==> config.mk <==
export PLATFORM = sky130hd
export DESIGN_NAME = core_run_ctrl_flat
export DESIGN_NICKNAME = d
export VERILOG_FILES = /design/src/rtl/core_run_ctrl_if.sv /design/src/rtl/core_run_ctrl.sv /design/src/flat_wrapper.sv
export SDC_FILE = /design/constraint.sdc
export NUM_CORES = 1
export LEC_CHECK = 0
export ABC_AREA = 1
export BUFFER_PORTS_ARGS = -buffer_cell sky130_fd_sc_hd__buf_2
export CAP_MARGIN = 20
export CORE_MARGIN = 10
export CORE_UTILIZATION = 39
export CTS_CLUSTER_SIZE = 16
export DETAILED_ROUTE_END_ITERATION = 8
export GPL_TIMING_DRIVEN = 0
export PLACE_DENSITY_LB_ADDON = 0.3
export SYNTH_ARGS = -nofsm -noshare
export SYNTH_HDL_FRONTEND = slang
export SYNTH_SLANG_ARGS = --single-unit
==> constraint.sdc <==
create_clock -name clk -period 1.79 [get_ports clk]
set_input_delay 0.179 -clock clk [delete_from_list [all_inputs] [get_ports clk]]
set_output_delay 0.179 -clock clk [all_outputs]
set_load 0.05 [all_outputs]
==> src/rtl/core_run_ctrl_if.sv <==
// core_run_ctrl_if: bundles the host-side run request/result signals and the
// core-side control/observation pins of the run controller.
//   slave  modport: used by core_run_ctrl.
//   master modport: used by the harness that drives start and models the core.
// Signals:
//   start, fin_addr, max_cycles      : run request (host -> controller)
//   pc, rf_rdata                     : core observation (core -> controller)
//   core_reset, core_en, rf_raddr    : core control (controller -> core)
//   busy, done, hit, timeout, cycles,
//   a0_val, sp_val                   : run status/result (controller -> host)
interface core_run_ctrl_if #(
    parameter int unsigned CYC_W = 16
);
    logic             start;
    logic [31:0]      fin_addr;
    logic [CYC_W-1:0] max_cycles;
    logic [31:0]      pc;
    logic [31:0]      rf_rdata;
    logic             core_reset;
    logic             core_en;
    logic [4:0]       rf_raddr;
    logic             busy;
    logic             done;
    logic             hit;
    logic             timeout;
    logic [CYC_W-1:0] cycles;
    logic [31:0]      a0_val;
    logic [31:0]      sp_val;

    modport slave (
        input  start, fin_addr, max_cycles, pc, rf_rdata,
        output core_reset, core_en, rf_raddr,
        output busy, done, hit, timeout, cycles, a0_val, sp_val
    );

    modport master (
        output start, fin_addr, max_cycles, pc, rf_rdata,
        input  core_reset, core_en, rf_raddr,
        input  busy, done, hit, timeout, cycles, a0_val, sp_val
    );
endinterface

==> src/rtl/core_run_ctrl.sv <==
// core_run_ctrl: sequences one program run on the single-cycle core.
// Holds the core in reset for HOLD_CYCLES cycles, runs it while counting
// cycles, stops on PC == fin_addr or budget expiry, then reads x10 and x2
// through the register-file debug port and holds the results.
// Ports:
//   clk   : single clock, rising edge
//   reset : synchronous, active-low
//   ctrl  : core_run_ctrl_if.slave (request, core pins, results)
module core_run_ctrl #(
    parameter int unsigned CYC_W       = 16,
    parameter int unsigned HOLD_CYCLES = 2
) (
    input  logic            clk,
    input  logic            reset,
    core_run_ctrl_if.slave  ctrl
);
    localparam int unsigned HW = (HOLD_CYCLES > 1) ? $clog2(HOLD_CYCLES) : 1;

    typedef enum logic [2:0] {
        S_IDLE,
        S_HOLD,
        S_RUN,
        S_RD_A0,
        S_RD_SP,
        S_DONE
    } state_t;

    state_t           r_state;
    state_t           w_nxt;
    logic [31:0]      r_fin;
    logic [CYC_W-1:0] r_max;
    logic [CYC_W-1:0] r_cycles;
    logic [HW-1:0]    r_hold;
    logic             r_core_reset;
    logic             r_core_en;
    logic [4:0]       r_raddr;
    logic             r_busy;
    logic             r_done;
    logic             r_hit;
    logic             r_timeout;
    logic [31:0]      r_a0;
    logic [31:0]      r_sp;

    logic [CYC_W-1:0] w_cyc_inc;
    logic             w_pc_hit;
    logic             w_budget;
    logic             w_start;

    assign w_cyc_inc = r_cycles + CYC_W'(1);
    assign w_pc_hit  = (ctrl.pc == r_fin);
    // Budget compares against the count this cycle will produce, so a budget
    // of M ends the run after exactly M RUN cycles.
    assign w_budget  = (r_max != '0) && (w_cyc_inc == r_max);
    assign w_start   = ctrl.start && ((r_state == S_IDLE) || (r_state == S_DONE));

    always_comb begin
        w_nxt = r_state;
        case (r_state)
            S_IDLE, S_DONE: if (w_start) w_nxt = S_HOLD;
            S_HOLD:         if (r_hold == '0) w_nxt = S_RUN;
            S_RUN:          if (w_pc_hit || w_budget) w_nxt = S_RD_A0;
            S_RD_A0:        w_nxt = S_RD_SP;
            S_RD_SP:        w_nxt = S_DONE;
            default:        w_nxt = S_IDLE;
        endcase
    end

    // Outputs are registered from the next state so they align with r_state
    // without any combinational path from start.
    always_ff @(posedge clk) begin
        if (!reset) begin
            r_state      <= S_IDLE;
            r_fin        <= '0;
            r_max        <= '0;
            r_cycles     <= '0;
            r_hold       <= '0;
            r_core_reset <= 1'b1;
            r_core_en    <= 1'b0;
            r_raddr      <= '0;
            r_busy       <= 1'b0;
            r_done       <= 1'b0;
            r_hit        <= 1'b0;
            r_timeout    <= 1'b0;
            r_a0         <= '0;
            r_sp         <= '0;
        end else begin
            r_state      <= w_nxt;
            r_core_reset <= (w_nxt == S_IDLE) || (w_nxt == S_HOLD);
            r_core_en    <= (w_nxt == S_HOLD) || (w_nxt == S_RUN);
            r_raddr      <= (w_nxt == S_RD_A0) ? 5'd10 :
                            (w_nxt == S_RD_SP) ? 5'd2  : 5'd0;
            r_busy       <= (w_nxt == S_HOLD) || (w_nxt == S_RUN) ||
                            (w_nxt == S_RD_A0) || (w_nxt == S_RD_SP);
            r_done       <= (w_nxt == S_DONE);

            case (r_state)
                S_IDLE, S_DONE: begin
                    if (w_start) begin
                        r_fin     <= ctrl.fin_addr;
                        r_max     <= ctrl.max_cycles;
                        r_cycles  <= '0;
                        r_hit     <= 1'b0;
                        r_timeout <= 1'b0;
                        r_a0      <= '0;
                        r_sp      <= '0;
                        r_hold    <= HW'(HOLD_CYCLES - 1);
                    end
                end
                S_HOLD: begin
                    if (r_hold != '0) r_hold <= r_hold - HW'(1);
                end
                S_RUN: begin
                    r_cycles <= (&r_cycles) ? r_cycles : w_cyc_inc;
                    // PC match takes priority over simultaneous budget expiry.
                    if (w_pc_hit)      r_hit     <= 1'b1;
                    else if (w_budget) r_timeout <= 1'b1;
                end
                S_RD_A0: r_a0 <= ctrl.rf_rdata;
                S_RD_SP: r_sp <= ctrl.rf_rdata;
                default: ;
            endcase
        end
    end

    assign ctrl.core_reset = r_core_reset;
    assign ctrl.core_en    = r_core_en;
    assign ctrl.rf_raddr   = r_raddr;
    assign ctrl.busy       = r_busy;
    assign ctrl.done       = r_done;
    assign ctrl.hit        = r_hit;
    assign ctrl.timeout    = r_timeout;
    assign ctrl.cycles     = r_cycles;
    assign ctrl.a0_val     = r_a0;
    assign ctrl.sp_val     = r_sp;
endmodule

==> src/flat_wrapper.sv <==
// flat-port wrapper written by rule: the top's interface ports become plain ports
module core_run_ctrl_flat 
#(
    parameter int unsigned CYC_W       = 16,
    parameter int unsigned HOLD_CYCLES = 2
)
  (clk, reset, ctrl_start, ctrl_fin_addr, ctrl_max_cycles, ctrl_pc, ctrl_rf_rdata, ctrl_core_reset, ctrl_core_en, ctrl_rf_raddr, ctrl_busy, ctrl_done, ctrl_hit, ctrl_timeout, ctrl_cycles, ctrl_a0_val, ctrl_sp_val);
  core_run_ctrl_if #(.CYC_W(CYC_W)) ctrl_i ();
  input  logic clk;
  input  logic reset;
  input wire logic [$bits(ctrl_i.start)-1:0] ctrl_start;
  input wire logic [$bits(ctrl_i.fin_addr)-1:0] ctrl_fin_addr;
  input wire logic [$bits(ctrl_i.max_cycles)-1:0] ctrl_max_cycles;
  input wire logic [$bits(ctrl_i.pc)-1:0] ctrl_pc;
  input wire logic [$bits(ctrl_i.rf_rdata)-1:0] ctrl_rf_rdata;
  output wire logic [$bits(ctrl_i.core_reset)-1:0] ctrl_core_reset;
  output wire logic [$bits(ctrl_i.core_en)-1:0] ctrl_core_en;
  output wire logic [$bits(ctrl_i.rf_raddr)-1:0] ctrl_rf_raddr;
  output wire logic [$bits(ctrl_i.busy)-1:0] ctrl_busy;
  output wire logic [$bits(ctrl_i.done)-1:0] ctrl_done;
  output wire logic [$bits(ctrl_i.hit)-1:0] ctrl_hit;
  output wire logic [$bits(ctrl_i.timeout)-1:0] ctrl_timeout;
  output wire logic [$bits(ctrl_i.cycles)-1:0] ctrl_cycles;
  output wire logic [$bits(ctrl_i.a0_val)-1:0] ctrl_a0_val;
  output wire logic [$bits(ctrl_i.sp_val)-1:0] ctrl_sp_val;
  assign ctrl_i.start = ctrl_start;
  assign ctrl_i.fin_addr = ctrl_fin_addr;
  assign ctrl_i.max_cycles = ctrl_max_cycles;
  assign ctrl_i.pc = ctrl_pc;
  assign ctrl_i.rf_rdata = ctrl_rf_rdata;
  assign ctrl_core_reset = ctrl_i.core_reset;
  assign ctrl_core_en = ctrl_i.core_en;
  assign ctrl_rf_raddr = ctrl_i.rf_raddr;
  assign ctrl_busy = ctrl_i.busy;
  assign ctrl_done = ctrl_i.done;
  assign ctrl_hit = ctrl_i.hit;
  assign ctrl_timeout = ctrl_i.timeout;
  assign ctrl_cycles = ctrl_i.cycles;
  assign ctrl_a0_val = ctrl_i.a0_val;
  assign ctrl_sp_val = ctrl_i.sp_val;
  core_run_ctrl #(.CYC_W(CYC_W), .HOLD_CYCLES(HOLD_CYCLES)) u_core (.clk(clk), .reset(reset), .ctrl(ctrl_i));
endmodule
==> metrics.md <==
| Metric | Value |
|---|---|
| Worst path cell trace | `ha_4 > nand2_4 > nor2_4 > nand4_1 > nand2_1 > nand2_1 > nand2_1 > nand2_1 > nor2_2 > nand3_2 > nand2_2 > nand2_4 > o211ai_2 > nand2_1` |
| FMAX | `approximately 520 MHz` |
| Core Region | `about 16000 sq um` |
| Internal power | `about 0.0062 W` |
| Mux contribution to synthesized area | `0%` |
| DRC violations left | `0` |
| Vias per cell | `~5.0` |
| Clock sinks | `140` |
| Routability Congestion | `0.884` |
| Num rows | `46` |
| CTS tree | `done` |
| Top cell type's share of synthesized area | `a little over two fifths` |
| Final setup viols | `20` |
| Leak | `around 4.0 nW` |
| Initial Utilization | `40.0%` |
| Status | `finished, violations left` |
| Largest family of logic cells by synthesized area | `simple AND/OR/NAND/NOR gates` |
| Cts bufs inserted | `17` |
| Adder-Cell Fraction of Synth Area | `0.196%` |
| Fin util | `between 50% and 60%` |
| Ratio of cells with drive above 1 in the final layout | `about 30%` |
| I/O pin count | `roughly 200` |
| Overall routed net length | `about 22 mm` |
| Critical Path Sink Type | `register` |
| DIE AREA | `approximately 22000 sq um` |
| Min-Delay Path Depth | `3` |
| Crit path launch type | `register` |
| Total number of vias | `6887` |
| DRT antenna net count | `0` |
| Synth unique cells | `37` |
| Yosys warnings | `0` |
| Number of flops mapped to enable cells by yosys | `0` |
| Gate power share | `25.8%` |
| Area contributors post-synth | `dfxtp_1 (44%), nand3_1 (10%), a21oi_1 (8.6%), nand2_1 (8.2%), nor2_1 (5.1%)` |
| Slew @ Worst Pin | `about 740 ps` |
| FFs w/ async S/R, synth | `0%` |
| Worst skew pair latency | `about 430 ps` |
| Post-route setup slack | `-142 ps` |
| Largest net degree at the start of global routing | `18` |
| Slew Viols, Final | `0` |
| Switch Pwr | `about 0.0034 W` |
| Htree depth | `4` |
| Vias in the first global route | `6860` |
| Worst hold-check path type | `in2reg` |
| CTS Root Cell | `clkbuf_16` |
| Sw Ratio | `35.5%` |
| Clk pin slew, worst setup/hold paths | `approximately 70 ps` |
| Mean Syn Cell Area | `roughly 7.4 sq um` |
| Worst Path Arrival | `about 2300 ps` |
| Total track usage | `19.8%` |
| Total Nets Final | `about 1300` |
| Pwr dens | `about 1100 nW/um^2` |
| FF-to-FF setup slack | `-140 ps` |
| Half-perimeter wire length after placement | `between 15 and 20 mm` |
| Post-synth top flop | `dfxtp_1` |
| Reg power frac | `roughly 38%` |
| Post-route cell area | `between 8000 and 9000 sq um` |
| Period minus WS final | `between 1500 and 2000 ps` |
| Wire per inst | `16.1 um` |
| Fin crit share | `108%` |
| WS Path Type | `reg2reg` |
| Slew HR | `approximately 51%` |
| Synth Register Bits | `between 100 and 150` |
| Area delta synth->final | `39.8%` |
| Placed inst area | `approximately 7700 sq um` |
| MaxCap Viol Count | `0` |
| Clk_skew | `approximately 12 ps` |
| DRT iter0 DRCs | `~420` |
| Synth Area in Compound Gates | `between 10 and 15%` |
| Cell count after synthesis | `roughly 860` |
| Post-synth top area cell | `dfxtp_1` |
| Simple-gate share of the synthesized area | `between 20% and 30%` |
| Failing checks | `negative setup slack` |
| CTS Buffer Depth | `2` |
| Most used cell, CP | `nand2_1` |
| DR pass1 iterations | `7` |
| Post-Syn Area | `6380 sq um` |
| Post-synth top cells | `dfxtp_1 (140), nand2_1 (140), nand3_1 (131)` |
| Worst EP required | `2110 ps` |
| Critical path's slowest cell | `dfxtp_4` |
| Clock power frac | `around 37%` |
| Post-synthesis xor/xnor area fraction | `4.89%` |
| First-pass GRT wire length | `roughly 35 mm` |
| Grt ovf | `0` |
| Worst Reg-to-Reg Cells | `14` |
| VDD IR max | `between 0.6 and 0.7 mV` |
| Fin. Hold Viols | `0` |
| RSZ-0062 raised after global routing | `true` |
| Die extent in y | `148 um` |
| Crit path max fanout | `8` |
| Seq/Total Area, Yosys | `between 40% and 50%` |
| Crit path largest cell delay | `380 ps` |
| IO Port Bufs | `just over 200` |
| Antenna violations before repair | `3` |
| Die W | `approximately 150 um` |
## critical path, delay by kind of cell, from the launching register on
family	cells	cell delay, ps
DFF	1	380
and+or+nand+nor	12	1220
AOI/OAI and AO/OA	1	70
adders and majority gates	1	160
## area by class of cell
type                       count  area, sq um
timing repair buffer         257         1520
buffer                        51          278
sequential                   140         2840
multi-input combinational    605         3160
inverter                      69          259
clock buffer                  17          425
tap                          216          270
antenna                        3         7.51
fill                        1517         7020
clock inverter                15          163
## metrics by stage
step	power [W]	cells	setup slack, ps	setup TNS [ps]	hold slack, ps
after floorplan	0.00516	865	-25.6	-37.9	314
after global placement	0.00581	1283	-202	-12950	400
after detailed placement	0.00583	1283	-229	-13160	407
after CTS	0.00955	1365	-136	-980	0.259
after global routing	0.0101	1373	-281	-3640	6.50
final	0.00959	1373	-142	-1260	15.6
## kinds of logic (layout without fill, tap and decap cells)
kind of cell / Yosys count / count (layout)
adder cells (fa/ha/maj): 1 / 1
AO/OA/AOI/OAI: 170 / 170
flip-flops: 140 / 140
AND/OR/NAND/NOR: 397 / 397
buffers and inverters: 120 / 409
other: 1 / 6
XOR/XNOR: 34 / 34
## worst paths after layout
kind,startpoint,to
max,u_core.ctrl.cycles[0]$_SDFFE_PN0P_,u_core.ctrl.busy$_SDFF_PN0_
min,ctrl_rf_rdata[26],u_core.ctrl.sp_val[26]$_SDFFE_PN0P_
max reg2reg,u_core.ctrl.cycles[0]$_SDFFE_PN0P_,u_core.ctrl.busy$_SDFF_PN0_
min reg2reg,u_core.ctrl.hit$_SDFFE_PN0P_,u_core.ctrl.hit$_SDFFE_PN0P_
## state kept, by name, summed over array words and instances, names as in the netlist
signal and flops:
u_core.ctrl.hit 1, u_core.ctrl.done 1, u_core.ctrl.rf_raddr 2, u_core.r_state 3
u_core.ctrl.core_en 1, u_core.r_max 16, u_core.ctrl.timeout 1, u_core.ctrl.sp_val 32
u_core.ctrl.cycles 16, u_core.ctrl.busy 1, u_core.r_hold 1, u_core.r_fin 32
u_core.ctrl.core_reset 1, u_core.ctrl.a0_val 32
## power groups by stage
stage / Sequential (W) / Combinational (W) / Clock (W)
2_1_floorplan: 0.00391 / 0.00125 / 0
3_3_place_gp: 0.00366 / 0.00215 / 0
3_5_place_dp: 0.00366 / 0.00217 / 0
4_1_cts: 0.00360 / 0.00240 / 0.00356
5_1_grt: 0.00364 / 0.00273 / 0.00371
6_report: 0.00360 / 0.00248 / 0.00351
## placed cells by master (no fill, tap or decap), drive strengths merged, types with 4 or more instances in the layout
cell,n
a211oi,4
a21oi,111
buf,242
clkbuf,50
dfxtp,140
dlygate4sd3,33
inv,80
nand2,146
nand3,134
nand4,13
nor2,99
o21ai,50
xor2,33
## timing repair
item	4_1_cts	5_1_grt
cloned	1	0
resized for setup	21	37
pin swaps	20	4
endpoints found under the hold margin	33	0
setup buffers	16	5
hold buffers	33	0
setup endpoints to repair	127	129
## routing by layer
layer	track usage (%)	routed length [um]	vias to the layer above
li1	-	-	3427
met1	23.1	9050	3123
met2	32.3	10500	289
met3	6.78	1850	48
met4	8.52	683	0
met5	0	0	-
Note: power is estimated with default switching activity, not from simulation.
